## config.mk

```make
export PLATFORM = sky130hd
export DESIGN_NAME = mem_arbiter
export DESIGN_NICKNAME = d
export VERILOG_FILES = /design/src/rtl/mem_arb_pkg.sv /design/src/rtl/mem_arb_line_buf.sv /design/src/rtl/mem_arbiter.sv
export SDC_FILE = /design/constraint.sdc
export NUM_CORES = 1
export LEC_CHECK = 0
export CORE_MARGIN = 3
export CORE_UTILIZATION = 48
export CTS_CLUSTER_DIAMETER = 120
export CTS_CLUSTER_SIZE = 12
export DETAILED_ROUTE_END_ITERATION = 6
export HOLD_SLACK_MARGIN = 0.12
export PLACE_DENSITY = 0.82
export SYNTH_ARGS = -nofsm -noshare
export SYNTH_HDL_FRONTEND = slang
export SYNTH_SLANG_ARGS = --single-unit
export TNS_END_PERCENT = 30
```

## constraint.sdc

```tcl
create_clock -name clk_in -period 6.5 [get_ports clk_in]
set_input_delay 0.65 -clock clk_in [delete_from_list [all_inputs] [get_ports clk_in]]
set_output_delay 0.65 -clock clk_in [all_outputs]
set_load 0.02 [all_outputs]
```

## src/rtl/mem_arb_pkg.sv

```systemverilog
// rtl/mem_arb_pkg.sv - shared state, length encodings and defaults for the memory arbiter
package mem_arb_pkg;

  typedef enum logic [1:0] {
    IDLE  = 2'd0,
    LSB   = 2'd1,
    FETCH = 2'd2
  } arb_state_t;

  localparam logic [1:0] LEN_B = 2'b00;
  localparam logic [1:0] LEN_H = 2'b01;
  localparam logic [1:0] LEN_W = 2'b10;
  localparam int LEN_UNSIGNED_BIT = 2;

  localparam logic [1:0] IO_BASE_HI_DEFAULT = 2'b11;

endpackage

```

## src/rtl/mem_arb_line_buf.sv

```systemverilog
// rtl/mem_arb_line_buf.sv - icache line assembly buffer, one 32-bit word per fill beat
module mem_arb_line_buf #(
  parameter int LINE_WORDS = 4,
  parameter int CW = $clog2(LINE_WORDS)
) (
  input  logic                       clk_in,
  input  logic                       rst_in,
  input  logic                       clr,
  input  logic                       wr_en,
  input  logic [CW-1:0]              cnt,
  input  logic [31:0]                wdata,
  output logic [32*LINE_WORDS-1:0]   line
);

  always_ff @(posedge clk_in) begin
    if (rst_in || clr) begin
      line <= '0;
    end else if (wr_en) begin
      line[32*cnt +: 32] <= wdata;
    end
  end

endmodule

```

## src/rtl/mem_arbiter.sv

```systemverilog
// rtl/mem_arbiter.sv - arbitrates icache line fills and LSB accesses onto the memory unit port
module mem_arbiter
  import mem_arb_pkg::*;
#(
  parameter int         LINE_WORDS = 4,
  parameter logic [1:0] IO_BASE_HI = IO_BASE_HI_DEFAULT
) (
  input  logic                      clk_in,
  input  logic                      rst_in,
  input  logic                      rdy_in,
  input  logic                      rob_clear,
  input  logic                      io_buffer_full,
  input  logic                      ic_req,
  input  logic [31:0]               ic_addr,
  output logic                      ic_done,
  output logic [32*LINE_WORDS-1:0]  ic_line,
  input  logic                      lsb_req,
  input  logic                      lsb_wr,
  input  logic [31:0]               lsb_addr,
  input  logic [2:0]                lsb_len,
  input  logic [31:0]               lsb_data,
  output logic                      lsb_done,
  output logic [31:0]               lsb_rdata,
  output logic                      mu_valid,
  output logic                      mu_wr,
  output logic [31:0]               mu_addr,
  output logic [2:0]                mu_len,
  output logic [31:0]               mu_data,
  input  logic                      mu_ready,
  input  logic [31:0]               mu_rdata
);

  localparam int CW = $clog2(LINE_WORDS);
  localparam logic [CW-1:0] CNT_LAST = CW'(LINE_WORDS - 1);

  arb_state_t state, state_next;
  arb_state_t last_grant, last_grant_next;
  logic [CW-1:0] cnt, cnt_next;

  logic        mu_valid_next, mu_wr_next;
  logic [31:0] mu_addr_next, mu_data_next;
  logic [2:0]  mu_len_next;
  logic        ic_done_next, lsb_done_next;
  logic [31:0] lsb_rdata_next;
  logic        line_we;

  logic eligible_lsb, eligible_ic;

  // Stores into the IO region are held off while the UART cannot accept them.
  assign eligible_lsb = lsb_req &&
                        !(lsb_wr && (lsb_addr[17:16] == IO_BASE_HI) && io_buffer_full);
  assign eligible_ic  = ic_req;

  always_comb begin
    state_next      = state;
    last_grant_next = last_grant;
    cnt_next        = cnt;
    mu_valid_next   = mu_valid;
    mu_wr_next      = mu_wr;
    mu_addr_next    = mu_addr;
    mu_len_next     = mu_len;
    mu_data_next    = mu_data;
    ic_done_next    = 1'b0;
    lsb_done_next   = 1'b0;
    lsb_rdata_next  = lsb_rdata;
    line_we         = 1'b0;

    case (state)
      IDLE: begin
        if (!ic_done && !lsb_done) begin
          if (eligible_lsb && (!eligible_ic || last_grant == FETCH)) begin
            state_next      = LSB;
            last_grant_next = LSB;
            mu_valid_next   = 1'b1;
            mu_wr_next      = lsb_wr;
            mu_addr_next    = lsb_addr;
            mu_len_next     = lsb_len;
            mu_data_next    = lsb_data;
          end else if (eligible_ic) begin
            state_next      = FETCH;
            last_grant_next = FETCH;
            mu_valid_next   = 1'b1;
            mu_wr_next      = 1'b0;
            mu_addr_next    = ic_addr;
            mu_len_next     = {1'b0, LEN_W};
            mu_data_next    = '0;
            cnt_next        = '0;
          end
        end
      end

      LSB: begin
        if (mu_ready) begin
          lsb_rdata_next = mu_rdata;
          lsb_done_next  = 1'b1;
          mu_valid_next  = 1'b0;
          state_next     = IDLE;
        end
      end

      FETCH: begin
        if (mu_ready) begin
          line_we = 1'b1;
          if (cnt == CNT_LAST) begin
            mu_valid_next = 1'b0;
            ic_done_next  = 1'b1;
            state_next    = IDLE;
          end else begin
            mu_addr_next = mu_addr + 32'd4;
            cnt_next     = cnt + 1'b1;
          end
        end
      end

      default: state_next = IDLE;
    endcase
  end

  // Flush behaves as reset for everything except the round-robin history.
  always_ff @(posedge clk_in) begin
    if (rst_in || (rdy_in && rob_clear)) begin
      state     <= IDLE;
      cnt       <= '0;
      mu_valid  <= 1'b0;
      mu_wr     <= 1'b0;
      mu_addr   <= '0;
      mu_len    <= '0;
      mu_data   <= '0;
      ic_done   <= 1'b0;
      lsb_done  <= 1'b0;
      lsb_rdata <= '0;
    end else if (rdy_in) begin
      state     <= state_next;
      cnt       <= cnt_next;
      mu_valid  <= mu_valid_next;
      mu_wr     <= mu_wr_next;
      mu_addr   <= mu_addr_next;
      mu_len    <= mu_len_next;
      mu_data   <= mu_data_next;
      ic_done   <= ic_done_next;
      lsb_done  <= lsb_done_next;
      lsb_rdata <= lsb_rdata_next;
    end
  end

  always_ff @(posedge clk_in) begin
    if (rst_in) begin
      last_grant <= FETCH;
    end else if (rdy_in && !rob_clear) begin
      last_grant <= last_grant_next;
    end
  end

  mem_arb_line_buf #(
    .LINE_WORDS (LINE_WORDS)
  ) u_line_buf (
    .clk_in (clk_in),
    .rst_in (rst_in),
    .clr    (rdy_in && rob_clear),
    .wr_en  (rdy_in && !rob_clear && line_we),
    .cnt    (cnt),
    .wdata  (mu_rdata),
    .line   (ic_line)
  );

endmodule

```

==> flow_summary_export.csv, run 1 <==
group,metric,value,unit
synth,ys_seq_elements,237,
synth,ys.flop_type,"dfxtp_1",
drt,wl_met3,3460,um
layout,stdcell_count,1837,
cts,numCtsBuffers,23,
layout,final_cell_mix,"clkdlybuf4s50_1, nand2_1, dfxtp_1, a21oi_1, nand3_1",
synth,yosys_warnings,0,
hold_path,hold_path_class,"flop to flop",
floorplanning,dieHeight,150,um
grt,grtUsageTotal,30.5,%
layout,final_nets,1720,
critical_path,worstPathRequired,6.91,ns
critical_path,crit_type,"flop to flop",
sta,fin_ws,3.34,ns
sta,setup_viol,0,
power_and_ir_drop,worst_ir_drop_vdd,0.174,mV
synth,synth_edf_count,0,
place,io_buffers,370,
sta,period_needed,3.16,ns
critical_path,cp_max_fo,24,
cts,clock-sinks,237,
synth,synthesis.area,9910,sq um
place,dp_hpwl,24800,um
hold_path,hold_depth,2,
sta,timing.setup.tns,0,ns
drt,wl_per_cell,19.7,um
floorplanning,start_util,49.9,%
power_and_ir_drop,p_per_area,212,nW/um^2
synth,syn_inst,1256,
layout,multiInputGateArea,4790,sq um
drt,totalWireLength,36200,um
layout,n_fill_cell,1533,
cts,clk_latency,0.52,ns
power_and_ir_drop,p_leak,0.00457,uW
hold_path,hp-start,"mu_data[13]",
sta,slew_headroom,17.1,%
drt,drtIter0Drc,866,
drt,antenna_left,0,
cts,clockRootBuffer,"clkbuf_16",
floorplanning,fp.dieArea,22400,sq um
floorplanning,chipWidth,150,um
cts,tritoncts,"yes",
hold_path,whs_endpoint,"mu_data[13]",
critical_path,r2r-start,"state[0]",
layout,seq_area,4740,sq um
sta,max_freq,0.316,GHz
drt,avgViaCountPerCell,5.80,
synth,synthesis.nets,1405,
drt,wl_met2,17200,um
drt,route.vias.total,10650,
layout,layout_commonest_cell,"clkdlybuf4s50_1",
outcome,status,"finished clean",
cts,postCtsHoldBufs,0,
cts,post_cts_buffers,0,
cts,cts.repair.resized,0,
sta,rsz0062_at_grt,"no",
grt,grt_pass1_wl,55100,um
grt,antenna_found_initial,1,
sta,finalHoldViolCount,0,
critical_path,r2r-end,"mu_addr[28]",
critical_path,crit_path_end_kind,"flop",
run,cap_violations,0,
floorplanning,ios,371,
cts,cts_buffer_depth,3,
floorplanning,core_area,19800,sq um
drt,dr.pass1.iters,5,
layout,fin_util,72.4,%
synth,syn_area_per_cell,7.89,sq um
critical_path,arrival,3.57,ns
synth,synthArstFlopShare,0,%
grt,overflow,0,
place,gp_congestion,0.901,
grt,grt_start_max_net_pins,165,
critical_path,start_kind,"flop",
sta,drv_slew,0,
drt,drc_errors,0,
synth,ys_types,57,
place,dp_slack,3.22,ns
grt,first_global_vias,9874,
layout,area_growth,44.9,%
floorplanning,num_rows,51,
cts,htreeDepth,1,
drt,drt-met1-wl,14200,um
place,dp_cells,1811,
critical_path,reg2reg_slack,3.34,ns
sta,fin_skew,0.0147,ns
sta,fin_crit_sh,48.7,%
cts,clk_pin_slew,0.06,ns
synth,synth.yosys.seq_area_share,47.9,%
sta,tightest_slew,1.24,ns
layout,drive_above_1_share,5.28,%
drt,top_layer,"met4",
critical_path,ff2ff_path_depth,7,
## layout make-up
cell class                 count  share of cell area [%]
antenna                        1                  0.0174
timing repair buffer         388                    26.8
sequential                   237                    33.0
clock buffer                  23                    4.01
clock inverter                 2                   0.174
tap                          265                    2.31
inverter                      11                   0.288
multi-input combinational    910                    33.4
## sequential cells by signal, summed over array words and instances (netlist names)
register,count
cnt,2
ic_done,1
last_grant,2
lsb_done,1
lsb_rdata,32
mu_addr,32
mu_data,32
mu_len,3
mu_valid,1
mu_wr,1
state,2
u_line_buf.line,128
## how the worst max path moves through the flow
stage	start	end	slack (ns)	cells after the start
2_1_floorplan	io_buffer_full	mu_addr[5]	4.42	6
3_3_place_gp	rdy_in	u_line_buf.line[106]	3.30	6
3_5_place_dp	rdy_in	u_line_buf.line[121]	3.22	6
4_1_cts	state[0]	mu_addr[30]	3.36	8
5_1_grt	state[0]	mu_addr[31]	3.08	8
6_report	state[0]	mu_addr[28]	3.34	7
## cell usage after synthesis (all sizes together) (4+ instances only)
master / count / area, sq um
o311ai: 5 / 43.8
mux2i: 5 / 50.1
o21ai: 27 / 135
ha: 9 / 113
inv: 11 / 41.3
nor3: 12 / 65.1
or3: 10 / 62.6
or4: 10 / 75.1
buf: 9 / 41.3
nor4: 4 / 31.3
a31oi: 24 / 150
dfxtp: 237 / 4740
nand4: 11 / 68.8
mux2: 24 / 270
nand3: 180 / 911
nor3b: 4 / 30.0
and2: 7 / 43.8
and3: 5 / 31.3
nand2: 275 / 1030
o211ai: 6 / 50.1
a21oi: 215 / 1080
nand2b: 6 / 37.5
clkbuf: 89 / 334
nor2: 26 / 97.6
## layer usage
| metal | GRT usage [%] | up-vias |
|---|---|---|
| li1 | - | 5021 |
| met1 | 38.6 | 5041 |
| met2 | 50.3 | 503 |
| met3 | 7.84 | 85 |
| met4 | 11.3 | 0 |
| met5 | 0 | - |
## report_power, final
group	total [uW]	switching, uW	internal [uW]	leakage [uW]
sequential	1500	24.6	1480	0.00191
combinational	372	202	170	0.00236
clock	1180	548	630	0.000297
## per-stage QoR
step	hold slack, ns	cell area, sq um	total power, uW
2_1_floorplan	0.461	9910	1700
3_3_place_gp	0.436	13800	1900
3_5_place_dp	0.443	13800	1900
4_1_cts	0.451	14400	3060
5_1_grt	0.463	14400	3160
6_report	0.450	14400	3050
## critical path: stages, from the launching register on
cell     delay, ns
dfxtp_1       0.34
inv_1         0.09
ha_1          0.74
inv_1         0.60
nor2_1        0.39
o21a_1        0.43
a31oi_1       0.14
o31a_1        0.31
## cell families (layout without fill, tap and decap cells)
family / count (synthesis) / count (layout) / synth area share, %
and+or+nand+nor: 561 / 561 / 25.9
AOI/OAI and AO/OA: 311 / 311 / 17.6
DFF: 237 / 237 / 47.9
buffers and inverters: 109 / 424 / 4.20
muxes: 29 / 29 / 3.23
adders and majority gates: 9 / 9 / 1.14
other: 0 / 1 / 0
No activity file was read; power rests on OpenSTA's default activity.
==> run 2: changes to the inputs <==
CORE_UTILIZATION = 40   (was 48)
PLACE_DENSITY = 0.72   (was 0.82)
clock period = 2.85 ns   (was 6.5 ns; I/O delays follow)
==> run 2 against run 1 <==
  * Global-route usage decreased by 4.1 points
  * Fmax increased by 36%
  * Cell count increased by 4.0%
  * Register-to-register slack got worse by 2.8 ns
  * Clock power increased by 130%
  * Combinational power increased by 140%
  * Hold slack got worse by 0.11 ns
  * Utilization decreased by 11 points
  * Final area increased by 1.9%
  * Clock-buffer cell count unchanged
  * Worst setup slack got worse by 2.8 ns
  * Largest cell class unchanged
  * Largest power group unchanged
==> flow_summary_export.csv, run 2 (synthesis results as in run 1) <==
group,metric,value,unit
power_and_ir_drop,p_leak,0.00469,uW
grt,overflow,0,
sta,fin_ws,0.518,ns
floorplanning,ios,371,
critical_path,arrival,2.74,ns
layout,layout_commonest_cell,"clkdlybuf4s50_1",
power_and_ir_drop,p_per_area,476,nW/um^2
floorplanning,chipWidth,163,um
layout,drive_above_1_share,6.53,%
layout,largest-register,"u_line_buf.line",
cts,clock-sinks,237,
sta,period_needed,2.33,ns
hold_path,hp-start,"lsb_data[30]",
critical_path,ff2ff_path_depth,7,
floorplanning,dieHeight,163,um
cts,clk_pin_slew,0.06,ns
cts,cts.repair.resized,0,
cts,tritoncts,"yes",
drt,antenna_left,0,
floorplanning,fp.dieArea,26700,sq um
place,dp_slack,0.448,ns
floorplanning,num_rows,56,
layout,final_cell_mix,"clkdlybuf4s50_1, nand2_1, dfxtp_1, a21oi_1, nand3_1",
sta,max_freq,0.429,GHz
critical_path,reg2reg_slack,0.52,ns
run,cap_violations,0,
drt,route.vias.total,10598,
hold_path,hold_path_class,"input port to flop",
cts,htreeDepth,1,
cts,numCtsBuffers,23,
drt,totalWireLength,37100,um
critical_path,cp_max_fo,8,
cts,clk_latency,0.52,ns
drt,drtIter0Drc,725,
drt,dr.pass1.iters,6,
outcome,status,"finished clean",
drt,wl_per_cell,19.4,um
critical_path,crit_path_end_kind,"flop",
hold_path,hold_depth,3,
drt,avgViaCountPerCell,5.55,
cts,cts_buffer_depth,3,
critical_path,start_kind,"flop",
grt,first_global_vias,10015,
layout,diodes,0,
critical_path,r2r-start,"state[1]",
power_and_ir_drop,worst_ir_drop_vdd,0.424,mV
layout,area_growth,47.7,%
cts,post_cts_buffers,0,
critical_path,r2r-end,"mu_addr[28]",
place,gp_congestion,0.861,
grt,grtUsageTotal,26.4,%
critical_path,worstPathRequired,3.25,ns
cts,clockRootBuffer,"clkbuf_16",
layout,largest_reg_flops,128,
sta,fin_skew,0.00806,ns
grt,antenna_found_initial,0,
layout,final_nets,1741,
grt,grt_pass1_wl,56700,um
floorplanning,start_util,41.5,%
place,io_buffers,370,
sta,drv_slew,0,
sta,setup_viol,0,
sta,rsz0062_at_grt,"no",
cts,postCtsHoldBufs,0,
hold_path,whs_endpoint,"mu_data[30]",
place,dp_hpwl,26100,um
sta,finalHoldViolCount,0,
sta,slew_headroom,48.0,%
sta,timing.setup.tns,0,ns
critical_path,crit_type,"flop to flop",
sta,tightest_slew,0.773,ns
floorplanning,core_area,23900,sq um
drt,drc_errors,0,
grt,grt_start_max_net_pins,96,
sta,fin_crit_sh,81.8,%
run 2: worst max path at each step:
stage / endpoint / start / cells past startpoint / slack (ns)
floorplan: mu_addr[30] / mu_addr[2] / 6 / 0.78
global route: mu_addr[31] / state[0] / 8 / 0.24
finish: mu_addr[28] / state[1] / 7 / 0.52
detailed placement: mu_addr[31] / mu_ready / 6 / 0.45
global placement: mu_addr[31] / mu_ready / 6 / 0.50
CTS: mu_addr[31] / state[0] / 8 / 0.50
run 2: through the flow:
| stage | area (sq um) | power (uW) | utilization, % | hold slack [ns] | instances |
|---|---|---|---|---|---|
| after global routing | 14600 | 7220 | 61.2 | 0.337 | 1911 |
| after global placement | 14000 | 4360 | 58.7 | 0.437 | 1886 |
| after floorplan | 9910 | 3880 | - | 0.357 | 1256 |
| final | 14600 | 6960 | 61.2 | 0.336 | 1911 |
| after detailed placement | 14000 | 4370 | 58.7 | 0.442 | 1886 |
| after CTS | 14600 | 7030 | 61.2 | 0.311 | 1911 |
run 2: metal layers:
layer  global-route usage, %  vias up  wire length [um]
met5                       0        -                 0
met4                    8.92        0              1300
met3                    7.41       74              3580
met2                    43.5      469             17500
met1                    33.2     4988             14800
li1                        -     5067                 -
run 2: worst max-delay path, stage by stage, from the launching register on:
cell and delay [ns]:
dfxtp_1 0.34, inv_1 0.09, ha_1 0.19, nor3b_1 0.45, o211a_1 0.30, o21a_1 0.40, a31oi_1 0.14, o31a_1 0.32
run 2: layout make-up:
| class | instances | area (sq um) |
|---|---|---|
| well taps | 319 | 399 |
| flip-flops and latches | 237 | 4740 |
| clock buffers | 23 | 576 |
| inverters | 11 | 41.3 |
| clock inverters | 2 | 25.0 |
| repair buffers | 409 | 4060 |
| multi-input cells | 910 | 4790 |
| fillers | 2128 | 9260 |
run 2: where the power goes:
| group | internal [uW] | leakage (uW) | switching [uW] |
|---|---|---|---|
| clock | 1440 | 0.000297 | 1230 |
| sequential | 3370 | 0.00191 | 57.0 |
| combinational | 409 | 0.00248 | 467 |
==> run 3: changes to the inputs <==
clock period = 2.1 ns   (was 2.85 ns; I/O delays follow)
==> run 3 against run 2 <==
  * Clock-buffer cell count unchanged
  * Fmax increased by 14%
  * Critical path type unchanged
  * Critical path depth decreased by 1
  * Largest cell class unchanged
  * Sequential cell count unchanged
  * Sequential share of layout area decreased by 1.6 points
  * Non-clock buffer count increased by 61
  * Hold slack got worse by 0.077 ns
  * Worst setup slack got worse by 0.46 ns
  * Routed wire length increased by 5.2%
  * Sequential power increased by 35%
  * Power increased by 39%
  * Combinational power increased by 59%
==> flow_summary_export.csv, run 3 (synthesis results as in run 1) <==
group,metric,value,unit
hold_path,hp-start,"lsb_data[14]",
grt,antenna_found_initial,0,
sta,fin_crit_sh,97.1,%
cts,clk_latency,0.52,ns
cts,clock-sinks,237,
floorplanning,start_util,41.5,%
critical_path,cp_slowest_cell,"nor4_1",
grt,grtUsageTotal,27.4,%
critical_path,start_kind,"flop",
critical_path,crit_path_end_kind,"flop",
layout,n_fill_cell,2030,
layout,diodes,0,
cts,postCtsHoldBufs,0,
sta,slew_headroom,61.7,%
cts,htreeDepth,1,
drt,antenna_left,0,
drt,drc_errors,0,
layout,final_cell_mix,"clkdlybuf4s50_1, nand2_1, dfxtp_1, a21oi_1, nand3_1",
floorplanning,num_rows,56,
grt,grt_pass1_wl,59000,um
cts,clk_pin_slew,0.07,ns
layout,final_nets,1802,
cts,tritoncts,"yes",
hold_path,hold_depth,3,
outcome,status,"finished clean",
cts,numCtsBuffers,23,
layout,area_growth,55.3,%
sta,max_freq,0.490,GHz
drt,totalWireLength,39100,um
critical_path,path_delay_family,"simple AND/OR/NAND/NOR gates",
critical_path,worst-path-buf-inv,1,
layout,drive_above_1_share,11.1,%
cts,clockRootBuffer,"clkbuf_16",
drt,drt-met1-wl,15200,um
critical_path,ff2ff_path_depth,6,
sta,tightest_slew,0.569,ns
run,cap_violations,0,
drt,dr.pass1.iters,5,
critical_path,worstPathRequired,2.55,ns
layout,layout_commonest_cell,"clkdlybuf4s50_1",
critical_path,critical-path-max-stage-delay,0.56,ns
drt,wl_met2,18900,um
critical_path,crit_type,"flop to flop",
drt,top_layer,"met4",
drt,wl_per_cell,19.8,um
grt,overflow,0,
critical_path,path_cells,"nand3_2, nor4_1, buf_4, nand2_1, or3_1, a31oi_1",
layout,largest-register,"u_line_buf.line",
critical_path,arrival,2.49,ns
critical_path,r2r-end,"mu_addr[15]",
drt,route.vias.total,10993,
power_and_ir_drop,p_leak,0.00510,uW
floorplanning,dieHeight,163,um
sta,setup_viol,0,
hold_path,whs_endpoint,"mu_data[14]",
critical_path,r2r-start,"mu_addr[8]",
floorplanning,core_area,23900,sq um
floorplanning,fp.dieArea,26700,sq um
floorplanning,ios,371,
sta,period_needed,2.04,ns
drt,avgViaCountPerCell,5.57,
place,dp_hpwl,27400,um
sta,drv_slew,0,
sta,finalHoldViolCount,0,
place,gp_congestion,0.927,
sta,holdWs,0.259,ns
cts,cts_buffer_depth,3,
power_and_ir_drop,finalPower,9680,uW
grt,first_global_vias,10505,
critical_path,cp_max_fo,6,
grt,grt_start_max_net_pins,62,
place,io_buffers,370,
floorplanning,chipWidth,163,um
critical_path,reg2reg_slack,0.06,ns
layout,largest_reg_flops,128,
sta,fin_skew,0.0121,ns
drt,drtIter0Drc,776,
hold_path,hold_path_class,"input port to flop",
power_and_ir_drop,worst_ir_drop_vdd,0.500,mV
power_and_ir_drop,p_per_area,629,nW/um^2
drt,wl_met3,3720,um
-- run 3: cell count changes in the layout (fill, tap and decap cells not counted), moves of 3 or more --
| cell | delta |
|---|---|
| buf_12 | +13 |
| nand3_1 | -3 |
| nand3_2 | +3 |
| buf_4 | +45 |
| o311ai_1 | +4 |
| o311ai_0 | -5 |
-- run 3: report_power, final --
part	internal [uW]	total (uW)	switching, uW
Clock	1950	3670	1720
Combinational	675	1390	710
Sequential	4570	4630	58.3
-- run 3: metal layers --
layer | global-route usage [%] | up-vias
met5 | 0 | -
met4 | 8.42 | 0
met3 | 6.82 | 85
met2 | 46.7 | 514
met1 | 34.3 | 5212
li1 | - | 5182
-- run 3: area by class of cell --
cell class              instances  area [sq um]  area share (%)
multi-input cells             910          4880            31.7
flip-flops and latches        237          4750            30.8
repair buffers                470          4720            30.7
clock buffers                  23           576            3.74
well taps                     319           399            2.59
inverters                      11          41.3           0.268
clock inverters                 2          25.0           0.163
-- run 3: how the worst max path moves through the flow --
stage | slack (ns) | start | cells past startpoint | to
final | 0.06 | mu_addr[8] | 6 | mu_addr[15]
after floorplan | 0.03 | mu_addr[2] | 6 | mu_addr[30]
after detailed placement | -0.06 | lsb_wr | 8 | mu_addr[11]
after CTS | 0.02 | state[0] | 10 | mu_addr[5]
after global routing | -0.01 | mu_addr[8] | 7 | mu_addr[31]
after global placement | -0.05 | io_buffer_full | 8 | mu_addr[22]
-- run 3: metrics by stage --
| stage | instances | util (%) | cell area, sq um | setup slack, ns | TNS (ns) |
|---|---|---|---|---|---|
| floorplan | 1256 | - | 9910 | 0.0266 | 0 |
| global placement | 1944 | 61.3 | 14600 | -0.0497 | -0.0848 |
| detailed placement | 1944 | 61.3 | 14600 | -0.0631 | -0.339 |
| CTS | 1969 | 63.8 | 15200 | 0.0229 | 0 |
| global route | 1972 | 64.4 | 15400 | -0.0137 | -0.0181 |
| finish | 1972 | 64.4 | 15400 | 0.0601 | 0 |
-- run 3: worst register-to-register path, stage by stage (launching register included) --
cell and delay, ns:
dfxtp_1 0.44, nand3_2 0.19, nor4_1 0.57, buf_4 0.22, nand2_1 0.06, or3_1 0.35
a31oi_1 0.14
-- run 3: repair_timing --
| item | in CTS | in global routing |
|---|---|---|
| setup buffers | 0 | 1 |
| pin swaps | 1 | 1 |
| endpoints found under the setup margin | 8 | 120 |
| resized for setup | 4 | 26 |
| cloned | 0 | 2 |
